$ cat config.mk
export PLATFORM = sky130hd
export DESIGN_NAME = flash_io_sequencer
export DESIGN_NICKNAME = d
export VERILOG_FILES = /design/src/rtl/flash_io_sequencer.sv
export SDC_FILE = /design/constraint.sdc
export NUM_CORES = 1
export LEC_CHECK = 0
export CAP_MARGIN = 5
export CORE_UTILIZATION = 61
export DETAILED_ROUTE_END_ITERATION = 12
export PLACE_DENSITY = 0.84
export SLEW_MARGIN = 20
export SYNTH_ARGS = -nofsm -noshare
export SYNTH_HDL_FRONTEND = slang
export SYNTH_SLANG_ARGS = --single-unit
$ cat constraint.sdc
create_clock -name wb_clk_i -period 5.08 [get_ports wb_clk_i]
set_input_delay 1.016 -clock wb_clk_i [delete_from_list [all_inputs] [get_ports wb_clk_i]]
set_output_delay 1.016 -clock wb_clk_i [all_outputs]
set_load 0.05 [all_outputs]
$ cat src/rtl/flash_io_sequencer.sv
`default_nettype none
// ============================================================================
// Module  : flash_io_sequencer
// Streams NUM_BYTES bytes from SPI flash (READ 0x03 at FLASH_BASE) onto the
// low user IO pads, holding each byte for HOLD_CYCLES clocks.
// Option  : FLASH_SEQ_LOOP_EN restarts the pass after DONE.
// Revision: 1.0 - initial release
// ============================================================================
module flash_io_sequencer #(
    parameter logic [23:0] FLASH_BASE  = 24'h000000,
    parameter int          NUM_BYTES   = 12,
    parameter int          HOLD_CYCLES = 16
) (
    input  logic       wb_clk_i,
    input  logic       wb_rst_i,
    output logic       flash_csb,
    output logic       flash_clk,
    output logic       flash_io0,
    input  logic       flash_io1,
    output logic [7:0] io_out,
    output logic [7:0] io_oeb,
    output logic       busy,
    output logic       done
);

    localparam int                HOLD_EFF    = (HOLD_CYCLES < 1) ? 1 : HOLD_CYCLES;
    localparam int                HOLD_W      = (HOLD_EFF > 1) ? $clog2(HOLD_EFF) : 1;
    localparam logic [HOLD_W-1:0] HOLD_LAST   = HOLD_W'(HOLD_EFF - 1);
    localparam logic [15:0]       BYTES_TOTAL = 16'(NUM_BYTES);
    localparam logic [31:0]       READ_CMD    = {8'h03, FLASH_BASE};

    typedef enum logic [2:0] {
        S_IDLE = 3'd0,
        S_CMD  = 3'd1,
        S_DATA = 3'd2,
        S_HOLD = 3'd3,
        S_DONE = 3'd4
    } state_t;

    state_t            state;
    logic              idle_wait;
    logic              phase_b;
    logic [4:0]        bit_cnt;
    logic [30:0]       cmd_sr;
    logic [7:0]        rx_sr;
    logic [15:0]       byte_cnt;
    logic [HOLD_W-1:0] hold_cnt;

    always_ff @(posedge wb_clk_i) begin
        if (wb_rst_i) begin
            state     <= S_IDLE;
            idle_wait <= 1'b1;
            phase_b   <= 1'b0;
            bit_cnt   <= 5'd0;
            cmd_sr    <= 31'd0;
            rx_sr     <= 8'h00;
            byte_cnt  <= 16'd0;
            hold_cnt  <= '0;
            flash_csb <= 1'b1;
            flash_clk <= 1'b0;
            flash_io0 <= 1'b0;
            io_out    <= 8'h00;
            io_oeb    <= 8'hFF;
            busy      <= 1'b0;
            done      <= 1'b0;
        end else begin
            case (state)
                S_IDLE: begin
                    // First clock after reset is a dwell; loop restarts skip it
                    if (idle_wait) begin
                        idle_wait <= 1'b0;
                    end else if (NUM_BYTES == 0) begin
                        state <= S_DONE;
                        done  <= 1'b1;
                    end else begin
                        state     <= S_CMD;
                        flash_csb <= 1'b0;
                        busy      <= 1'b1;
                        flash_io0 <= READ_CMD[31];
                        cmd_sr    <= READ_CMD[30:0];
                        bit_cnt   <= 5'd0;
                        phase_b   <= 1'b0;
                        byte_cnt  <= 16'd0;
                    end
                end

                S_CMD: begin
                    if (!phase_b) begin
                        flash_clk <= 1'b1;
                        phase_b   <= 1'b1;
                    end else begin
                        flash_clk <= 1'b0;
                        phase_b   <= 1'b0;
                        if (bit_cnt == 5'd31) begin
                            state     <= S_DATA;
                            flash_io0 <= 1'b0;
                            bit_cnt   <= 5'd0;
                        end else begin
                            flash_io0 <= cmd_sr[30];
                            cmd_sr    <= {cmd_sr[29:0], 1'b0};
                            bit_cnt   <= bit_cnt + 5'd1;
                        end
                    end
                end

                S_DATA: begin
                    // MISO is captured on the same edge that raises flash_clk
                    if (!phase_b) begin
                        flash_clk <= 1'b1;
                        phase_b   <= 1'b1;
                        rx_sr     <= {rx_sr[6:0], flash_io1};
                    end else begin
                        flash_clk <= 1'b0;
                        phase_b   <= 1'b0;
                        if (bit_cnt == 5'd7) begin
                            io_out   <= rx_sr;
                            io_oeb   <= 8'h00;
                            byte_cnt <= byte_cnt + 16'd1;
                            bit_cnt  <= 5'd0;
                            hold_cnt <= '0;
                            state    <= S_HOLD;
                        end else begin
                            bit_cnt <= bit_cnt + 5'd1;
                        end
                    end
                end

                S_HOLD: begin
                    if (hold_cnt == HOLD_LAST) begin
                        if (byte_cnt == BYTES_TOTAL) begin
                            state     <= S_DONE;
                            flash_csb <= 1'b1;
                            busy      <= 1'b0;
                            done      <= 1'b1;
                        end else begin
                            state <= S_DATA;
                        end
                    end else begin
                        hold_cnt <= hold_cnt + HOLD_W'(1);
                    end
                end

                S_DONE: begin
`ifdef FLASH_SEQ_LOOP_EN
                    done  <= 1'b0;
                    state <= S_IDLE;
`else
                    state <= S_DONE;
`endif
                end

                default: state <= S_IDLE;
            endcase
        end
    end

endmodule
`default_nettype wire

======== Word level (Yosys, flattened, before mapping) ========
Cells that the tools add are included.
storage, ports and cells
  output and inout bits ................... 21
  input bits .............................. 3
  register bits after elaboration ......... 90
operators by class
  eq/ne operators ......................... 17
  reduce and logical (&&, ||, !) cells .... 19
  multiplexer cells ....................... 39
  add/subtract/negate cells ............... 3
  bitwise gates (word level) .............. 1
operators with widths
  cell                   number
  $mux 31                3
  $pmux 31 s2            1
  $mux 16                3
  $pmux 16 s2            1
  $mux 5                 5
  $mux 3                 7
  $reduce_and 4->1       5
  $ne 2x2->1 const B     9
  $add 16x1->16 const B  1
  $eq 16x4->1 const B    1
  $pmux 3 s5             1
  $pmux 5 s3             1
  $mux 4                 3
  $reduce_bool 2->1      5
  $mux 1                 9
  $reduce_and 3->1       3
  $pmux 1 s2             4
  $pmux 4 s2             1
  $eq 3x2->1 const B     2
  $reduce_and 6->1       1
  $add 5x1->5 const B    1
  $eq 5x3->1 const B     1
  $eq 5x5->1 const B     1
  $add 4x1->4 const B    1
  other kinds (8)        9

======== Logic depth before layout (Yosys ltp) ========
  depth in word-level cells ............... 4
  gate-level depth with buffers ........... 8

======== Least setup slack after synthesis ========
OpenSTA, ideal clock, no wires.
  kind .................................... register to register
  from .................................... reg bit_cnt[0]
  to ...................................... reg bit_cnt[3]
  data required time ...................... 5,006 ps
  clock period less this slack ............ 2,060 ps
  slack ................................... 3,020 ps
  arrival time ............................ 1,985 ps
  setup time .............................. 74 ps
  buffers on the path ..................... 0
  stages on the path, launching flop included .. 8
  cells stage by stage .................... dfxtp_1 ha_1 and3_1 ha_1 or4b_2 o21ai_0 nand3_1 a31oi_1
between the ends
  word-level cells in the longest chain between the ends .. 4
  elaborated cells between the ends (all ways) .. 8
  those cells by class .................... add/sub: 1; eq/ne: 2; mux: 5
ends and longest elaborated chain
  what                                 line      text
  from (decl)                          43        logic [4:0] bit_cnt;
  from (signal assigned)               101       bit_cnt <= bit_cnt + 5'd1;
  from (signal assigned)               123       bit_cnt <= bit_cnt + 5'd1;
  $add 5x1->5 (tied with other cells)  101, 123
  $mux 5 (on tied branches)            115, 94
  $mux 5 (on tied branches)            108, 88
  $pmux 5 s3 (*)                       67        case (state)
Every way passes the cells marked *; elsewhere a longest branch is shown, timed or not. The select of a mux whose other input is x is not followed.
A chain may end at the register's enable or synchronous reset.

==> flow_summary.toml <==
[die]
die_w_um = 69.2
fp.dieH_um = 69.2
dieArea_um2 = 4790
core_um2 = 4350
start_util_pct = 63.3
rows = 24
ios = 24

[synthesis]
synth-main-ff-cell = "dfxtp_1"
synthSimpleGateAreaFrac_pct = 29.9
synth_top_family_by_area = "simple AND/OR/NAND/NOR gates"
syn_area_per_cell_um2 = 8.40
synth-edff-count = 0
synthArstFlopShare_pct = 0
synth_xor_xnor_area_share_pct = 1.59
synth_mux_area_share_pct = 1.45
synthesis.nets = 336
synth-compound-area-share_pct = 16.1
netlist_instances = 328
syn_area_um2 = 2760
synth-seq-area-share_pct = 42.9
ys_types = 48
synthAdderAreaFrac_pct = 2.27
synth_seq_cells = 59
yosys_warnings = 0

[cells_and_area]
final_util_pct = 71.8
drive_above_1_share_pct = 8.16
nets = 346
design_area_um2 = 3130
area_growth_pct = 13.5
fillers = 331
layout_common_cells = "dfxtp_1 (59), nand2_1 (49), a21oi_1 (37)"
layout_commonest_cell = "dfxtp_1"
antenna_cells = 0
finalNonFillerCells = 395

[drt]
wl_per_cell_um = 13.8
drc_errors = 0
detail-route-antenna-nets = 0
avgViaCountPerCell = 5.91
drt_iter0_drc = 171
dr_total_vias = 2333
first_pass_iters = 4
wl_mm = 5.43

[sta]
holdWs_ps = 453
drv_slew = 0
final-hold-violation-count = 0
min_period_ps = 2640
finalSetupTns_ps = 0
skew_ps = 5.09
max_clock_freq_mhz = 379
relSlewSlack_pct = 50.8
min_period_over_period_pct = 51.9
rsz0062_at_grt = "no"
setup_viol = 0
fin_ws_ps = 2440
tightest_slew_ps = 735

[setup_path]
slowest_delay_ps = 850
cp_slowest_cell = "clkdlybuf4s50_1"
startpoint_type = "register"
r2r-end = "byte_cnt[8]$_SDFFE_PP0P_"
crit_required_ps = 4060
worstReg2RegStart = "state[1]$_SDFFE_PP0P_"
worstRegToRegCells = 4
reg2reg_slack_ps = 2770
worst-path-buf-inv = 1
crit_arrival_ps = 1620
critPathTopFamily = "buffers and inverters"
path_class = "reg -> out"
cp_cell_sequence = "clkdlybuf4s50_1"
end_kind = "output port"
critPathMaxFanout = 9

[place]
portBuffers = 23
dpl.hpwl_mm = 3.68
place_congestion = 0.803
postPlaceCellArea_um2 = 2940
dpl.cell_count = 379
place_ws_ps = 2230

[clocking]
cts_buffers = 9
cts-root-buf = "clkbuf_8"
htreeDepth = 3
cts.path.max_buffers = 2
post_cts_buffers = 0
cts.sinks = 59
cts.clk_slew.worst_paths_ps = 60
ctsResizeCount = 0
cts_tree = "built"
postCtsHoldBufs = 0
insertion_delay_ps = 320

[power]
power.leakage_nw = 1.07
power_density_nw_per_um2 = 294
ir_worst_vdd_v = 0.000197
finalPower_uw = 920

[global_route]
grt_pass1_vias = 2237
grt_overflow = 0
grt_start_max_net_pins = 49
antenna_found_initial = 0
grt_pass1_wl_mm = 9.69
grtUsageTotal_pct = 24.7

[hold_path]
hp-class = "reg -> reg"
hold_depth = 2
hp-start = "done$_SDFFE_PP0P_"
holdPathEnd = "done$_SDFFE_PP0P_"

[run_status]
outcome = "completed"

[flow_run]
maxCapViolations = 0
## power breakdown
| part | leakage, nW | switching [mW] | internal, mW |
|---|---|---|---|
| combinational | 0.504 | 0.0467 | 0.0250 |
| sequential | 0.477 | 0.0101 | 0.471 |
| clock | 0.0905 | 0.165 | 0.202 |
## cell type report
type / instances / area (um^2) / area share (%)
Multi-Input combinational cell: 234 / 1430 / 45.8
Sequential cell: 59 / 1180 / 37.8
Timing Repair Buffer: 24 / 238 / 7.60
Clock buffer: 14 / 163 / 5.20
Tap cell: 52 / 65.1 / 2.08
Inverter: 10 / 37.5 / 1.20
Clock inverter: 2 / 10.0 / 0.320
## state kept, by name, indices dropped and copies added (netlist names)
signal and count:
io_oeb 1, state 3, flash_csb 1, flash_clk 1, busy 1, phase_b 1
flash_io0 1, cmd_sr 7, io_out 8, done 1, bit_cnt 5, hold_cnt 4
rx_sr 8, idle_wait 1, byte_cnt 16
## cells in the mapped netlist (3+ instances only)
master,instances,share of area [%]
dfxtp_1,59,43
nand2_1,49,6.7
a21oi_1,37,6.7
clkbuf_1,16,2.2
nor2_1,15,2.0
nand3_1,11,2.0
inv_1,10,1.4
o21ai_0,9,1.6
or4_1,9,2.5
nand4_1,8,1.8
nor3_1,8,1.5
and4_1,7,2.2
buf_4,7,1.9
nand2b_1,7,1.6
or3_1,7,1.6
o31ai_1,6,1.6
a22oi_1,5,1.4
and3_1,5,1.1
ha_1,5,2.3
mux2i_1,4,1.5
nand4b_1,3,0.95
o211ai_1,3,0.82
xor2_1,3,0.95
## routing by layer
metal  vias to the layer above  GRT usage, %  wire length, um
li1                       1189             -                -
met1                      1084          30.7             2440
met2                        49          41.1             2680
met3                        11          6.25              211
met4                         0          9.75              100
met5                         -             0                0
## kinds of logic (layout without fill, tap and decap cells)
kind of cell | after synthesis | in the layout
xor+xnor | 5 | 5
compound gates | 73 | 73
mux | 4 | 4
fa+ha+maj | 5 | 5
simple gates | 147 | 147
buf+inv | 35 | 50
flops | 59 | 59
## how the worst max path moves through the flow
stage / from / endpoint / slack [ps] / depth (start not counted)
5_1_grt: io_oeb[6]$_SDFFE_PP1P_ / io_oeb[4] / 2350 / 1
3_3_place_gp: wb_rst_i / byte_cnt[15]$_SDFFE_PP0P_ / 2250 / 5
3_5_place_dp: wb_rst_i / byte_cnt[13]$_SDFFE_PP0P_ / 2230 / 5
4_1_cts: io_oeb[6]$_SDFFE_PP1P_ / io_oeb[5] / 2410 / 1
6_report: io_oeb[6]$_SDFFE_PP1P_ / io_oeb[5] / 2440 / 1
2_1_floorplan: bit_cnt[0]$_SDFFE_PP0P_ / bit_cnt[3]$_SDFFE_PP0P_ / 3020 / 7
(Power assumes the default switching activity.)
